--- src/rtl/rr_reg_arbiter.sv ---
// Round-robin arbiter feeding a single registered output stage over valid/ready.
// Optional burst locking is enabled by defining RR_ARB_LOCK_EN.
module rr_reg_arbiter #(
    parameter int DATA_WIDTH = 32,
    parameter int NUM_REQ    = 4,
    parameter int ID_WIDTH   = $clog2(NUM_REQ)
) (
    input  logic                          clk_i,
    input  logic                          rstn_i,
    input  logic [NUM_REQ-1:0]            req_valid_i,
    input  logic [NUM_REQ*DATA_WIDTH-1:0] req_data_i,
    input  logic [NUM_REQ-1:0]            req_last_i,
    output logic [NUM_REQ-1:0]            req_ready_o,
    output logic                          out_valid_o,
    output logic [DATA_WIDTH-1:0]         out_data_o,
    output logic [ID_WIDTH-1:0]           out_id_o,
    input  logic                          out_ready_i
);

    logic                  out_valid_p1;
    logic [DATA_WIDTH-1:0] out_data_p1;
    logic [ID_WIDTH-1:0]   out_id_p1;
    logic [ID_WIDTH-1:0]   ptr_p1;
    logic [ID_WIDTH-1:0]   ptr_nxt;

    logic                  load;
    logic                  rr_valid;
    logic [ID_WIDTH-1:0]   rr_winner;
    logic [ID_WIDTH:0]     rr_sum;
    logic [ID_WIDTH-1:0]   rr_idx;
    logic                  grant_valid;
    logic [ID_WIDTH-1:0]   winner;
    logic [ID_WIDTH-1:0]   winner_inc;
    logic [DATA_WIDTH-1:0] win_data;
    logic                  xfer;

    assign load = !out_valid_p1 || out_ready_i;

    // Rotating priority search beginning at ptr, wrapping modulo NUM_REQ.
    always_comb begin
        rr_valid  = 1'b0;
        rr_winner = '0;
        rr_sum    = '0;
        rr_idx    = '0;
        for (int i = 0; i < NUM_REQ; i++) begin
            rr_sum = {1'b0, ptr_p1} + (ID_WIDTH+1)'(i);
            if (rr_sum >= (ID_WIDTH+1)'(NUM_REQ)) begin
                rr_sum = rr_sum - (ID_WIDTH+1)'(NUM_REQ);
            end
            rr_idx = rr_sum[ID_WIDTH-1:0];
            if (!rr_valid && req_valid_i[rr_idx]) begin
                rr_valid  = 1'b1;
                rr_winner = rr_idx;
            end
        end
    end

    assign winner_inc = (winner == ID_WIDTH'(NUM_REQ - 1)) ? '0 : winner + 1'b1;
    assign xfer       = load && grant_valid;

    always_comb begin
        win_data = '0;
        for (int k = 0; k < NUM_REQ; k++) begin
            if (winner == ID_WIDTH'(k)) begin
                win_data = req_data_i[k*DATA_WIDTH +: DATA_WIDTH];
            end
        end
    end

    always_comb begin
        req_ready_o = '0;
        for (int k = 0; k < NUM_REQ; k++) begin
            req_ready_o[k] = rstn_i && xfer && (winner == ID_WIDTH'(k));
        end
    end

`ifdef RR_ARB_LOCK_EN
    typedef enum logic {
        ARB  = 1'b0,
        LOCK = 1'b1
    } state_t;

    state_t              state_p1;
    state_t              state_nxt;
    logic [ID_WIDTH-1:0] lock_id_p1;
    logic [ID_WIDTH-1:0] lock_id_nxt;
    logic                win_last;

    always_ff @(posedge clk_i) begin
        if (!rstn_i) begin
            state_p1   <= ARB;
            lock_id_p1 <= '0;
        end else begin
            state_p1   <= state_nxt;
            lock_id_p1 <= lock_id_nxt;
        end
    end

    // While locked only the owner of the burst may be granted, even if idle.
    always_comb begin
        winner      = rr_winner;
        grant_valid = rr_valid;
        if (state_p1 == LOCK) begin
            winner      = lock_id_p1;
            grant_valid = req_valid_i[lock_id_p1];
        end
    end

    assign win_last = req_last_i[winner];

    always_comb begin
        state_nxt   = state_p1;
        lock_id_nxt = lock_id_p1;
        ptr_nxt     = ptr_p1;
        case (state_p1)
            ARB: begin
                if (xfer && !win_last) begin
                    state_nxt   = LOCK;
                    lock_id_nxt = winner;
                end
            end
            LOCK: begin
                if (xfer && win_last) begin
                    state_nxt = ARB;
                end
            end
            default: state_nxt = ARB;
        endcase
        // Pointer only advances once a burst has finished.
        if (xfer && win_last) begin
            ptr_nxt = winner_inc;
        end
    end
`else
    logic unused_last;

    assign unused_last = ^req_last_i;
    assign winner      = rr_winner;
    assign grant_valid = rr_valid;
    assign ptr_nxt     = xfer ? winner_inc : ptr_p1;
`endif

    // Output register stage
    always_ff @(posedge clk_i) begin
        if (!rstn_i) begin
            out_valid_p1 <= 1'b0;
            out_data_p1  <= '0;
            out_id_p1    <= '0;
            ptr_p1       <= '0;
        end else if (load) begin
            out_valid_p1 <= xfer;
            ptr_p1       <= ptr_nxt;
            if (xfer) begin
                out_data_p1 <= win_data;
                out_id_p1   <= winner;
            end
        end
    end

    assign out_valid_o = out_valid_p1;
    assign out_data_o  = out_data_p1;
    assign out_id_o    = out_id_p1;

endmodule

--- config.mk ---
export PLATFORM = sky130hd
export DESIGN_NAME = rr_reg_arbiter
export DESIGN_NICKNAME = d
export VERILOG_FILES = /design/src/rtl/rr_reg_arbiter.sv
export SDC_FILE = /design/constraint.sdc
export NUM_CORES = 1
export LEC_CHECK = 0
export ABC_AREA = 1
export CORE_UTILIZATION = 35
export DETAILED_ROUTE_END_ITERATION = 16
export PLACE_DENSITY = 0.79
export SETUP_SLACK_MARGIN = 0.1
export SYNTH_ARGS = -nofsm -noshare
export SYNTH_HDL_FRONTEND = slang
export SYNTH_SLANG_ARGS = --single-unit
--- constraint.sdc ---
create_clock -name clk_i -period 7.9 [get_ports clk_i]
set_clock_uncertainty 0.05 [all_clocks]
set_input_delay 1.58 -clock clk_i [delete_from_list [all_inputs] [get_ports clk_i]]
set_output_delay 1.58 -clock clk_i [all_outputs]
set_load 0.02 [all_outputs]
==> flow_summary.ini, run 1 <==
[worst_setup_path]
startpoint = req_valid_i[3]
critPathKind = input pin to output pin
crit_path_start_kind = input pin
crit_path_end_kind = output pin
required_ns = 6.27
path_max_fanout = 4
critPathArrivalTime_ns = 3.95
r2r-start = ptr_p1[0]

[clock_tree]
cts_buffer_depth = 2
clkSlewWorstSetupHoldPaths_ns = 0.07
cts_buffers = 5
ctsResizeCount = 0
cts_setup_buffers = 0
htree_levels = 2
clkSinkCount = 37
clock_latency_ns = 0.28
cts_tree = yes
cts_hold_buffers = 0
cts_root_buf = clkbuf_8

[sta]
hold_viol = 0
setup_tns_ns = 0
rsz0062_at_grt = false
setup_viol = 0
fin_crit_ns = 5.58
max_slew_margin_pct = 52.6
finalWorstSetupSlack_ns = 2.32
period_share_pct = 70.6
finalHoldWorstSlack_ns = 0.431
fmax_mhz = 179
worst_pin_slew_ns = 0.712
final-max-slew-violation-count = 0

[layout]
fin_nets = 779
antennaDiodeCount = 0
area_growth_syn_to_layout_pct = 68.6
drive_gt1_share_pct = 5.34
finalNonFillerCells = 736

[power]
ir_drop_mv = 0.201
power.total_w = 0.00234
pwr_density_cell_nw_per_um2 = 519
p_leak_nw = 2.14

[placed_design]
dp_worst_setup_slack_ns = 2.35
gp_congestion = 0.906
dp_hpwl_um = 6220
io_buffers = 173
placedCellCount = 728

[floorplan]
initial_core_util_pct = 36.5
coreArea_um2 = 7330
die_area_um2 = 7990
dieHeight_um = 89.4
num_rows = 31
io_pins = 178
fp.dieW_um = 89.4

[outcome]
status = finished, final reports clean

[drt]
wl_per_cell_um = 11.9
vias = 3475
viasPerCell = 4.72
drtPass1Iterations = 4
antenna_left = 0
drt-initial-drc-count = 82
drt_wl_total_um = 8760
drc = 0

[synthesis]
syn_inst = 482
synth_seq_cells = 37
ys_async_sr_fraction_pct = 0
synth.most_common_cell = nand2_1
ys_top_cells_by_area = dfxtp_1 (28%), nand2_1 (27%), o21ai_0 (11%)
synth_area_leader_cell = dfxtp_1
ys.warnings.count = 0
synth-edff-count = 0
yosysSeqAreaShare_pct = 27.7
synthFlopType = dfxtp_1
ys_types = 20
syn_area_um2 = 2670
yosys-top-cells-count = nand2_1 (191), nor2_1 (67), o21ai_0 (58)
netlist.area_leader.share_pct = 27.7
synth_nets = 625
postSynthAreaPerCell_um2 = 5.54

[global_routing]
grt_overflow_total = 0
antenna_found_initial = 0
use_met3_pct = 6.74
use_met1_pct = 21.8
grt_usage_pct = 21.2
grt.busiest_layer = met2
grt_pass1_wl_um = 13000
grt_pass1_vias = 2839
grtUsageMet2_pct = 41.0
grt_max_degree = 69

[hold_path]
hp-start = out_data_o[11]
hold_path_class = register to register

[job]
drv_cap = 0
-- registers in the layout, indices dropped and copies added, names as in the netlist --
signal	count
out_data_o	32
out_id_o	2
ptr_p1	2
out_valid_o	1
-- cell families (layout without fill, tap and decap cells) --
logic type	Yosys count	count (layout)	share of synthesized area, %
adders and majority gates	4	4	1.87
AOI/OAI and AO/OA	101	101	19.1
DFF	37	37	27.7
buffers and inverters	56	211	9.18
and+or+nand+nor	284	284	42.2
-- stage by stage --
step                      instance area [um^2]  util, %
after floorplan                           2670        -
after global placement                    4430     60.4
after global routing                      4510     61.5
final                                     4510     61.5
after detailed placement                  4430     60.4
after CTS                                 4510     61.5
-- worst paths after layout --
path	endpoint	cells past startpoint	slack (ns)
worst min register to register	out_data_o[11]	2	0.43
worst max-delay path	req_ready_o[2]	14	2.32
worst min-delay path	out_data_o[11]	2	0.43
worst max register to register	out_data_o[3]	19	4.23
-- metal layers --
layer | up-vias | wire, um | share of wire [%]
met5 | - | 0 | 0
met4 | 0 | 140 | 1.6
met3 | 14 | 701 | 8.0
met2 | 123 | 4510 | 52
met1 | 1526 | 3400 | 39
li1 | 1812 | - | -
-- power breakdown --
part | leakage, nW | internal, W | switching [W] | total [W]
clock network | 0.0395 | 0.0000627 | 0.0000629 | 0.000126
logic | 1.80 | 0.000739 | 0.00116 | 0.00190
registers | 0.308 | 0.000269 | 0.0000449 | 0.000314
-- layout make-up --
class                      count  area (um^2)
multi-input combinational    389         1690
fill                         715         2820
inverter                      23         88.8
clock buffer                   8         80.1
timing repair buffer         180         1780
tap                           99          124
sequential                    37          741
-- critical path, stage by stage --
cell and delay (ns):
clkdlybuf4s50_1 0.41, inv_1 0.06, nand2_1 0.08, nand3_1 0.15
nand2_1 0.12, nor2_4 0.16, nand3_1 0.10, nand3_1 0.08
nand2_1 0.13, inv_1 0.11, ha_1 0.17, inv_1 0.06
nor2_1 0.10, clkdlybuf4s50_1 0.63
-- cells in the final DEF, fill, tap and decap left out --
cell / n
nor2_4: 1
nor2_1: 66
nand2_1: 191
o21ai_0: 58
dfxtp_1: 37
a21oi_2: 1
a21oi_1: 33
nand2_2: 5
buf_4: 7
inv_1: 19
inv_2: 3
ha_1: 4
o21ai_1: 9
nand3_2: 1
nor2_2: 10
clkbuf_1: 3
clkbuf_8: 5
nand3_1: 10
clkdlybuf4s50_1: 173
inv_4: 1
Power figures use the tool's default switching activity.
==> run 2, diff against run 1 <==
Settings changed: CORE_UTILIZATION 35 to 33, PLACE_DENSITY 0.79 to 0.78.
Clock period 7.9 ns to 4.5 ns, I/O delays scaled along.
==> run 2 against run 1 <==
Global-route usage is 0.37 points higher. Utilization fell by 3.3 points. Cell count increased by 0.54%. Hold slack gained 0.0042 ns. Flip-flop and latch count unchanged. Combinational power increased by 81%. Die area rose by 5.9%. Register-to-register slack worse by 2.9 ns. Critical path depth stayed put. Worst setup slack lost 2.0 ns. Clock power increased by 79%. Via count grew 1.2%. Largest cell class unchanged. Largest power group unchanged. Highest routed layer unchanged.
==> flow_summary.ini, run 2 (synthesized netlist as in run 1, its figures left out) <==
[hold_path]
hold_path_class = register to register

[drt]
drt-initial-drc-count = 83
vias = 3517
drc = 0
drt_wl_total_um = 9190
viasPerCell = 4.75
wl_per_cell_um = 12.4
antenna_left = 0
drtPass1Iterations = 4

[floorplan]
coreArea_um2 = 7770
die_area_um2 = 8460
dieHeight_um = 92.0
io_pins = 178
num_rows = 32
initial_core_util_pct = 34.4
fp.dieW_um = 92.0

[sta]
max_slew_margin_pct = 52.2
rsz0062_at_grt = false
setup_viol = 0
fin_crit_ns = 4.19
fmax_mhz = 239
setup_tns_ns = 0
period_share_pct = 93.0
final-max-slew-violation-count = 0
hold_viol = 0
finalHoldWorstSlack_ns = 0.435
worst_pin_slew_ns = 0.716

[clock_tree]
htree_levels = 2
cts_buffers = 5
clkSlewWorstSetupHoldPaths_ns = 0.08
cts_tree = yes
cts_setup_buffers = 0
clkSinkCount = 37
ctsResizeCount = 0
cts_root_buf = clkbuf_8
cts_buffer_depth = 2
clock_latency_ns = 0.29
cts_hold_buffers = 0

[worst_setup_path]
crit_path_end_kind = output pin
critPathMaxStageDelay_ns = 0.63
worst-path-buf-inv = 5
crit_chain = clkdlybuf4s50_1, inv_1, nand2_1, nand3_1, nand2_1, nor2_4, nand3_1, nand3_1, nand2_1, inv_1, ha_1, inv_1, nor2_1, clkdlybuf4s50_1
critPathKind = input pin to output pin
startpoint = req_valid_i[3]
cp.depth = 14
crit_end = req_ready_o[2]
r2r-start = ptr_p1[0]
r2r_slack_ns = 1.30
cp_slowest_cell = clkdlybuf4s50_1
crit_path_start_kind = input pin
crit_family = buffers and inverters
required_ns = 3.55
critPathArrivalTime_ns = 3.24
reg2regPathDepth = 19
path_max_fanout = 4
worstReg2RegEnd = out_data_o[1]

[layout]
drive_gt1_share_pct = 5.80
antennaDiodeCount = 0
seqCellArea_um2 = 741
multi_input_area_um2 = 1690
final_cell_mix = nand2_1 (191), clkdlybuf4s50_1 (173), nor2_1 (66), o21ai_0 (58), dfxtp_1 (37)
mostFrequentLayoutCell = nand2_1
finalNonFillerCells = 740
area_growth_syn_to_layout_pct = 69.1
fin_nets = 780
largest_reg_flops = 32
fillerInstances = 760

[global_routing]
grt_max_degree = 69
grt_usage_pct = 21.6
grt_pass1_vias = 3228
grt.busiest_layer = met2
grtUsageMet2_pct = 41.0
grt_overflow_total = 0
grt_pass1_wl_um = 14600
use_met3_pct = 5.97
use_met1_pct = 23.5
antenna_found_initial = 0

[job]
drv_cap = 0

[placed_design]
dp_hpwl_um = 6650
placedCellCount = 732
io_buffers = 173
gp_congestion = 0.841

[outcome]
status = finished, final reports clean

[power]
p_leak_nw = 2.15
pwr_density_cell_nw_per_um2 = 932
ir_drop_mv = 0.488
==> run 2: layer usage <==
layer  part of all wire [%]  wire, um  up-vias
li1                       -         -     1818
met1                     40      3690     1542
met2                     51      4670      144
met3                    7.8       713       13
met4                    1.2       112        0
met5                      0         0        -
==> run 2: final cells by class <==
class                      count  area share [%]
clock buffer                   6            1.61
sequential                    37            16.4
inverter                      23            1.97
clock inverter                 2           0.221
multi-input combinational    389            37.4
tap                          102            2.82
timing repair buffer         181            39.6
==> run 2: worst min-delay path, stage by stage (launching register included) <==
cell and delay (ns):
dfxtp_1 0.33, nor2_1 0.05, nor2_1 0.08
==> run 2: where the power goes <==
group          internal (W)  switching, W  total [W]  leakage, nW
clock network      0.000107      0.000118   0.000226       0.0450
logic               0.00131       0.00212    0.00343         1.80
registers          0.000473     0.0000829   0.000556        0.308
total               0.00189       0.00232    0.00422         2.15
==> run 2: stage by stage <==
stage / util [%] / setup slack [ns] / total power [W] / cell area [um^2]
2_1_floorplan: - / 1.02 / 0.00304 / 2670
3_3_place_gp: 57.1 / 0.427 / 0.00393 / 4440
3_5_place_dp: 57.1 / 0.299 / 0.00401 / 4440
4_1_cts: 58.2 / 0.296 / 0.00426 / 4520
5_1_grt: 58.2 / 0.132 / 0.00475 / 4520
6_report: 58.2 / 0.314 / 0.00422 / 4520
==> run 2: worst min path at each step <==
stage	from	to	cells past startpoint
after floorplan	ptr_p1[1]	ptr_p1[1]	2
after global placement	out_data_o[23]	out_data_o[23]	2
after CTS	out_data_o[23]	out_data_o[23]	2
after global routing	out_data_o[24]	out_data_o[24]	2
after detailed placement	out_data_o[2]	out_data_o[2]	2
final	out_data_o[2]	out_data_o[2]	2
